[config.mk]
export PLATFORM = sky130hd
export DESIGN_NAME = seg_scan_parity_flat
export DESIGN_NICKNAME = d
export VERILOG_FILES = /design/src/rtl/seg_scan_parity_if.sv /design/src/rtl/seg_scan_parity.sv /design/src/flat_wrapper.sv
export SDC_FILE = /design/constraint.sdc
export NUM_CORES = 1
export LEC_CHECK = 0
export ABC_AREA = 1
export BUFFER_PORTS_ARGS = -buffer_cell sky130_fd_sc_hd__buf_2
export CORE_ASPECT_RATIO = 0.75
export CORE_MARGIN = 8
export CORE_UTILIZATION = 58
export CTS_BUF_LIST = sky130_fd_sc_hd__clkbuf_16
export CTS_CLUSTER_SIZE = 24
export DETAILED_ROUTE_END_ITERATION = 10
export GPL_TIMING_DRIVEN = 0
export HOLD_SLACK_MARGIN = 0.08
export PLACE_DENSITY = 0.78
export SLEW_MARGIN = 30
export SYNTH_ARGS = -nofsm -noshare
export SYNTH_HDL_FRONTEND = slang
export SYNTH_SLANG_ARGS = --single-unit
[constraint.sdc]
create_clock -name clk -period 4.7 [get_ports clk]
set_input_delay 0.94 -clock clk [delete_from_list [all_inputs] [get_ports clk]]
set_output_delay 0.94 -clock clk [all_outputs]
set_load 0.005 [all_outputs]
[src/rtl/seg_scan_parity_if.sv]
`default_nettype none
// ============================================================================
// Module   : seg_scan_parity_if
// Brief    : Write port, error and display signals of seg_scan_parity.
// Revision : 1.0 - initial release
// ============================================================================
interface seg_scan_parity_if #(
    parameter int DIGITS = 4,
    parameter int DATA_W = 5
);
    localparam int c_ADDR_W = (DIGITS > 1) ? $clog2(DIGITS) : 1;

    logic                en;
    logic                wr_valid;
    logic                wr_ready;
    logic [c_ADDR_W-1:0] wr_addr;
    logic [DATA_W-1:0]   wr_data;
    logic                wr_par;
    logic                clr_err;
    logic [6:0]          seg;
    logic [DIGITS-1:0]   an;
    logic                err_flag;
    logic [7:0]          err_cnt;

    modport master (
        output en, wr_valid, wr_addr, wr_data, wr_par, clr_err,
        input  wr_ready, seg, an, err_flag, err_cnt
    );

    modport slave (
        input  en, wr_valid, wr_addr, wr_data, wr_par, clr_err,
        output wr_ready, seg, an, err_flag, err_cnt
    );
endinterface
`default_nettype wire

[src/rtl/seg_scan_parity.sv]
`default_nettype none
// ============================================================================
// Module   : seg_scan_parity
// Brief    : Multiplexed 7-segment scanner with parity-checked digit writes.
// Revision : 1.0 - initial release
// ============================================================================
module seg_scan_parity #(
    parameter int DIGITS       = 4,
    parameter int DATA_W       = 5,
    parameter int MAX_VAL      = 15,
    parameter int ODD_PAR      = 0,
    parameter int SCAN_DIV     = 1000,
    parameter int GUARD_CYC    = 2,
    parameter int BLINK_FRAMES = 64
) (
    input wire          clk,
    input wire          rst,
    seg_scan_parity_if.slave bus
);
    localparam int c_ADDR_W  = (DIGITS > 1) ? $clog2(DIGITS) : 1;
    localparam int c_CNT_MAX = (SCAN_DIV > GUARD_CYC) ? SCAN_DIV : GUARD_CYC;
    localparam int c_CNT_W   = $clog2(c_CNT_MAX + 1);
    localparam int c_FRM_W   = $clog2(BLINK_FRAMES + 1);

    localparam logic [1:0] c_K_EMPTY = 2'd0;
    localparam logic [1:0] c_K_OK    = 2'd1;
    localparam logic [1:0] c_K_RANGE = 2'd2;
    localparam logic [1:0] c_K_PERR  = 2'd3;

    localparam logic [DIGITS-1:0] c_AN_ONE = DIGITS'(1);

    typedef enum logic [1:0] {
        ST_OFF   = 2'd0,
        ST_GUARD = 2'd1,
        ST_DRIVE = 2'd2
    } state_t;

    state_t              r_state, w_state_nxt;
    logic [c_CNT_W-1:0]  r_cnt, w_cnt_nxt;
    logic [c_ADDR_W-1:0] r_idx, w_idx_nxt;
    logic [c_FRM_W-1:0]  r_frm, w_frm_nxt;
    logic                r_blink, w_blink_nxt;

    logic [1:0]          r_kind [DIGITS];
    logic [3:0]          r_val  [DIGITS];
    logic [6:0]          r_seg;
    logic [DIGITS-1:0]   r_an;
    logic                r_err_flag;
    logic [7:0]          r_err_cnt;

    logic                w_accept;
    logic                w_par_ok;
    logic [1:0]          w_kind_in;

    assign bus.wr_ready = ~rst;
    assign bus.seg      = r_seg;
    assign bus.an       = r_an;
    assign bus.err_flag = r_err_flag;
    assign bus.err_cnt  = r_err_cnt;

    assign w_accept  = bus.wr_valid & bus.wr_ready;
    assign w_par_ok  = ((^bus.wr_data) ^ bus.wr_par) == 1'(ODD_PAR);
    assign w_kind_in = !w_par_ok                          ? c_K_PERR  :
                       (bus.wr_data > DATA_W'(MAX_VAL))   ? c_K_RANGE : c_K_OK;

    function automatic logic [6:0] f_glyph(input logic [1:0] kind, input logic [3:0] val,
                                           input logic blink);
        logic [6:0] g;
        g = 7'h00;
        case (kind)
            c_K_OK: begin
                case (val)
                    4'h0: g = 7'h7E;  4'h1: g = 7'h30;  4'h2: g = 7'h6D;  4'h3: g = 7'h79;
                    4'h4: g = 7'h33;  4'h5: g = 7'h5B;  4'h6: g = 7'h5F;  4'h7: g = 7'h70;
                    4'h8: g = 7'h7F;  4'h9: g = 7'h7B;  4'hA: g = 7'h77;  4'hB: g = 7'h1F;
                    4'hC: g = 7'h4E;  4'hD: g = 7'h3D;  4'hE: g = 7'h4F;  default: g = 7'h47;
                endcase
            end
            c_K_RANGE: g = 7'h01;
            c_K_PERR:  g = blink ? 7'h4F : 7'h00;
            default:   g = 7'h00;
        endcase
        return g;
    endfunction

    always_ff @(posedge clk or posedge rst) begin
        if (rst) begin
            r_state <= ST_OFF;
            r_cnt   <= '0;
            r_idx   <= '0;
            r_frm   <= '0;
            r_blink <= 1'b1;
        end else begin
            r_state <= w_state_nxt;
            r_cnt   <= w_cnt_nxt;
            r_idx   <= w_idx_nxt;
            r_frm   <= w_frm_nxt;
            r_blink <= w_blink_nxt;
        end
    end

    always_comb begin
        w_state_nxt = r_state;
        w_cnt_nxt   = r_cnt + c_CNT_W'(1);
        w_idx_nxt   = r_idx;
        w_frm_nxt   = r_frm;
        w_blink_nxt = r_blink;
        if (!bus.en) begin
            w_state_nxt = ST_OFF;
            w_cnt_nxt   = '0;
        end else begin
            case (r_state)
                ST_OFF: begin
                    w_state_nxt = ST_GUARD;
                    w_cnt_nxt   = '0;
                end
                ST_GUARD: begin
                    if (r_cnt == c_CNT_W'(GUARD_CYC - 1)) begin
                        w_state_nxt = ST_DRIVE;
                        w_cnt_nxt   = '0;
                    end
                end
                ST_DRIVE: begin
                    if (r_cnt == c_CNT_W'(SCAN_DIV - 1)) begin
                        w_state_nxt = ST_GUARD;
                        w_cnt_nxt   = '0;
                        // Blink phase advances only on full-frame wraps of the digit index
                        if (r_idx == c_ADDR_W'(DIGITS - 1)) begin
                            w_idx_nxt = '0;
                            if (r_frm == c_FRM_W'(BLINK_FRAMES - 1)) begin
                                w_frm_nxt   = '0;
                                w_blink_nxt = ~r_blink;
                            end else begin
                                w_frm_nxt = r_frm + c_FRM_W'(1);
                            end
                        end else begin
                            w_idx_nxt = r_idx + c_ADDR_W'(1);
                        end
                    end
                end
                default: begin
                    w_state_nxt = ST_OFF;
                    w_cnt_nxt   = '0;
                end
            endcase
        end
    end

    // Addresses beyond the last digit match no slot and are dropped here
    always_ff @(posedge clk or posedge rst) begin
        if (rst) begin
            for (int i = 0; i < DIGITS; i++) begin
                r_kind[i] <= c_K_EMPTY;
                r_val[i]  <= '0;
            end
        end else if (w_accept) begin
            for (int i = 0; i < DIGITS; i++) begin
                if (bus.wr_addr == c_ADDR_W'(i)) begin
                    r_kind[i] <= w_kind_in;
                    if (w_kind_in == c_K_OK) begin
                        r_val[i] <= bus.wr_data[3:0];
                    end
                end
            end
        end
    end

    always_ff @(posedge clk or posedge rst) begin
        if (rst) begin
            r_seg <= 7'h7F;
            r_an  <= '1;
        end else if (w_state_nxt == ST_DRIVE) begin
            r_seg <= ~f_glyph(r_kind[w_idx_nxt], r_val[w_idx_nxt], w_blink_nxt);
            r_an  <= ~(c_AN_ONE << w_idx_nxt);
        end else begin
            r_seg <= 7'h7F;
            r_an  <= '1;
        end
    end

    always_ff @(posedge clk or posedge rst) begin
        if (rst) begin
            r_err_flag <= 1'b0;
            r_err_cnt  <= 8'd0;
        end else if (w_accept && !w_par_ok) begin
            r_err_flag <= 1'b1;
            if (bus.clr_err) begin
                r_err_cnt <= 8'd1;
            end else if (r_err_cnt != 8'hFF) begin
                r_err_cnt <= r_err_cnt + 8'd1;
            end
        end else if (bus.clr_err) begin
            r_err_flag <= 1'b0;
            r_err_cnt  <= 8'd0;
        end
    end
endmodule
`default_nettype wire

[src/flat_wrapper.sv]
// flat-port wrapper written by rule: the top's interface ports become plain ports
module seg_scan_parity_flat 
#(
    parameter int DIGITS       = 4,
    parameter int DATA_W       = 5,
    parameter int MAX_VAL      = 15,
    parameter int ODD_PAR      = 0,
    parameter int SCAN_DIV     = 1000,
    parameter int GUARD_CYC    = 2,
    parameter int BLINK_FRAMES = 64
)
  (clk, rst, bus_en, bus_wr_valid, bus_wr_addr, bus_wr_data, bus_wr_par, bus_clr_err, bus_wr_ready, bus_seg, bus_an, bus_err_flag, bus_err_cnt);
  seg_scan_parity_if #(.DIGITS(DIGITS), .DATA_W(DATA_W)) bus_i ();
  input wire clk;
  input wire rst;
  input wire logic [$bits(bus_i.en)-1:0] bus_en;
  input wire logic [$bits(bus_i.wr_valid)-1:0] bus_wr_valid;
  input wire logic [$bits(bus_i.wr_addr)-1:0] bus_wr_addr;
  input wire logic [$bits(bus_i.wr_data)-1:0] bus_wr_data;
  input wire logic [$bits(bus_i.wr_par)-1:0] bus_wr_par;
  input wire logic [$bits(bus_i.clr_err)-1:0] bus_clr_err;
  output wire logic [$bits(bus_i.wr_ready)-1:0] bus_wr_ready;
  output wire logic [$bits(bus_i.seg)-1:0] bus_seg;
  output wire logic [$bits(bus_i.an)-1:0] bus_an;
  output wire logic [$bits(bus_i.err_flag)-1:0] bus_err_flag;
  output wire logic [$bits(bus_i.err_cnt)-1:0] bus_err_cnt;
  assign bus_i.en = bus_en;
  assign bus_i.wr_valid = bus_wr_valid;
  assign bus_i.wr_addr = bus_wr_addr;
  assign bus_i.wr_data = bus_wr_data;
  assign bus_i.wr_par = bus_wr_par;
  assign bus_i.clr_err = bus_clr_err;
  assign bus_wr_ready = bus_i.wr_ready;
  assign bus_seg = bus_i.seg;
  assign bus_an = bus_i.an;
  assign bus_err_flag = bus_i.err_flag;
  assign bus_err_cnt = bus_i.err_cnt;
  seg_scan_parity #(.DIGITS(DIGITS), .DATA_W(DATA_W), .MAX_VAL(MAX_VAL), .ODD_PAR(ODD_PAR), .SCAN_DIV(SCAN_DIV), .GUARD_CYC(GUARD_CYC), .BLINK_FRAMES(BLINK_FRAMES)) u_core (.clk(clk), .rst(rst), .bus(bus_i));
endmodule
==> summary.txt <==
Critical path
  • WS Path Type: in -> reg
  • R2R Setup Slk: 2.05 ns
  • Reg2reg end: u_core.bus.seg[1]
  • CP Launch Type: input port
  • Crit path required time: 4.91 ns
  • Critical Path, Cell by Cell: buf_2 > inv_4 > buf_12 > nand2_1 > nor3_1 > inv_1 > nor2_1 > inv_1 > nand2_1 > o21ai_0
  • Critical-path top delay cell: nor2_1
  • Reg2reg path depth: 19
  • Crit. End Element: register
  • CP bufs+invs: 5
  • RR Startpoint: u_core.r_state[0]
  • Worst-path maximum fanout: 38
  • Top delay family on crit path: simple AND/OR/NAND/NOR gates
  • Critical path arrival: 2.96 ns
  • Slowest stage delay, CP: 0.45 ns

Layout
  • Share of cells above drive strength 1: 0.1794
  • Fillers: 496
  • Finished layout cell area: 0.004324 sq mm
  • Total inserted antenna cells: 0
  • Nets@finish: 549
  • Area Overhead vs Synth: 17.35%
  • Final Non-Filler Cells: 605
  • Final core utilization: 0.6947
  • Area occupied by multi-input gates: 0.001687 sq mm
  • Sequential cell area: 0.001667 sq mm

Global routing
  • Total track usage: 0.1890
  • Vias in the first global route: 3,119
  • Remaining Overflow, GRT: 0
  • Largest net degree at the start of global routing: 39
  • First-pass GRT wire length: 14,020 um
  • Antenna violations before repair: 0

Detailed routing
  • WL/cell: 13.29 um
  • Final ANT Viol Nets: 0
  • 1st-pass router iterations: 5
  • Vias/cell: 5.228
  • Via count: 3,163
  • Drt first-iter violations: 183
  • WL final: 8041 um
  • DRC viols: 0

Logic synthesis
  • Syn nets: 504
  • Most instantiated cells after synthesis: nand2_1, inv_1, dfrtp_1, nand3_1, nor2_1
  • Synth cell types: 31
  • Seq/Total Area, Yosys: 0.4523
  • Synth Cell Area: 0.003685 sq mm
  • Synth area leader: dfrtp_1
  • Avg Inst Size Synth: 7.774 sq um
  • Synthesized flop and latch total: 66
  • Synth Flop Type: dfrtp_1
  • YS warnings: 0
  • Most frequent cell after synthesis: nand2_1
  • Asr flop ratio synth: 1.000
  • Top cells by area, synth: dfrtp_1, nand2_1, dfstp_2, inv_1, ha_1
  • Synth Instances: 474
  • Share of the synthesized area in the top cell type: 0.3667
  • Post-synth EDFFs: 0

Clock tree
  • Postcts setup bufs: 0
  • CTS Buffer Depth: 2
  • H-tree depth: 3
  • Post-cts sizing count: 0
  • CTS Sinks: 66
  • CTS Buf Count: 9
  • Clock tree from TritonCTS: built
  • Clk Latency, worst-skew pair: 0.33 ns
  • CTS root buf: clkbuf_16
  • Hold Buf Count CTS: 0
  • Clock transition at path regs: 0.05 ns

Worst hold path
  • Hold Path Sink: u_core.r_val[5]
  • Hold depth: 2
  • Worst hold-check path type: reg -> reg
  • Hold wc startpoint: u_core.r_val[5]

Floorplan
  • Core area: 0.006225 sq mm
  • I/O pin count: 34
  • Initial core utilization: 0.5920
  • Row cnt: 25
  • Total die area: 0.009186 sq mm
  • Die width: 108.0 um
  • DIE HEIGHT: 85.03 um

STA
  • Period minus WS final: 2.746 ns
  • Slew Viols, Final: 0
  • Worst hold-check slack: 0.4660 ns
  • Clk_skew: 0.005114 ns
  • Fin crit share: 0.5842
  • Worst slew pin tran: 0.6189 ns
  • RSZ-0062 raised after global routing: false
  • Final TNS setup: 0 ns
  • Final setup violation count: 0
  • Slew HR: 0.5836
  • Hold Vio Cnt, Final: 0
  • Fmax: 364.2 MHz

Power and ir drop
  • PD cells: 427.8 mW/mm^2
  • Static Leak: 2.162 nW
  • VDD IR max: 0.3588 mV

Placement
  • Cells after DPL: 589
  • Cell Area, Placed: 0.003974 sq mm
  • DP Wirelength: 5781 um
  • Port Buffers: 33
  • Final Wtd Congestion: 0.8865

Run
  • Total of max-cap violations: 0

Status
  • Status: completed
==> stage by stage <==
step                      setup WS [ns]  power [mW]
final                             1.954       1.850
after global routing              1.669       1.954
after CTS                         1.964       1.858
after detailed placement          1.612       1.061
after global placement         -0.06280       1.046
after floorplan                   1.045      0.9743
==> layout by cell type (no fill, tap or decap), drive strengths merged, types with 12 or more instances in the layout <==
cell / instances
nor2: 43
nand2: 135
ha: 17
dfstp: 12
nand3: 42
buf: 39
inv: 78
a21oi: 19
dfrtp: 54
o21ai: 35
==> power by group <==
group,switching [mW],total [mW],internal [mW]
logic,0.249,0.384,0.136
registers,0.0324,0.679,0.646
clock network,0.264,0.787,0.523
total,0.545,1.85,1.31
==> worst register-to-register path: cells and delay by family, from the launching register on <==
kind	cells	cell delay (ns)
simple gates	12	1.09
compound gates	1	0.11
fa+ha+maj	2	0.41
buf+inv	4	0.56
flops	1	0.40
==> logic make-up (layout without fill, tap and decap cells) <==
family                   after synthesis  count (layout)  share of synthesized area
adder cells (fa/ha/maj)               17              17                    0.05772
multiplexers                           1               1                   0.002717
AND/OR/NAND/NOR                      242             242                     0.2927
XOR/XNOR                               9               9                    0.02139
AO/OA/AOI/OAI                         58              58                    0.08319
flip-flops                            66              66                     0.4523
buffers and inverters                 81             131                    0.08998
==> sequential cells by signal (all words and copies together), names as in the netlist, 2 cells and up <==
register            count
u_core.bus.an           4
u_core.bus.err_cnt      8
u_core.bus.seg          7
u_core.r_cnt           10
u_core.r_frm            7
u_core.r_idx            2
u_core.r_kind           8
u_core.r_state          2
u_core.r_val           16
==> per-layer routing <==
metal | global-route usage | vias to the layer above | routed length (um)
met2 | 0.3003 | 73 | 3782
met1 | 0.2368 | 1485 | 3747
met4 | 0.05779 | 0 | 77
met5 | 0 | - | 0
li1 | - | 1599 | -
met3 | 0.06207 | 6 | 434
==> how the worst max path moves through the flow <==
stage | start | endpoint | slack [ns] | cells after the start
floorplan | rst | u_core.r_val[4] | 1.04 | 8
global placement | rst | u_core.r_val[13] | -0.06 | 7
detailed placement | rst | u_core.r_val[4] | 1.61 | 10
CTS | rst | u_core.r_val[13] | 1.96 | 8
global route | rst | u_core.r_val[13] | 1.67 | 8
finish | rst | u_core.r_val[4] | 1.95 | 10
==> area by class of cell <==
type	instances	area share
plain buffers	5	0.01071
clock inverters	7	0.02894
flip-flops and latches	66	0.3854
clock buffers	9	0.05208
well taps	81	0.02344
inverters	76	0.06655
repair buffers	34	0.04282
multi-input cells	327	0.3900
Note: power is estimated with default switching activity, not from simulation.
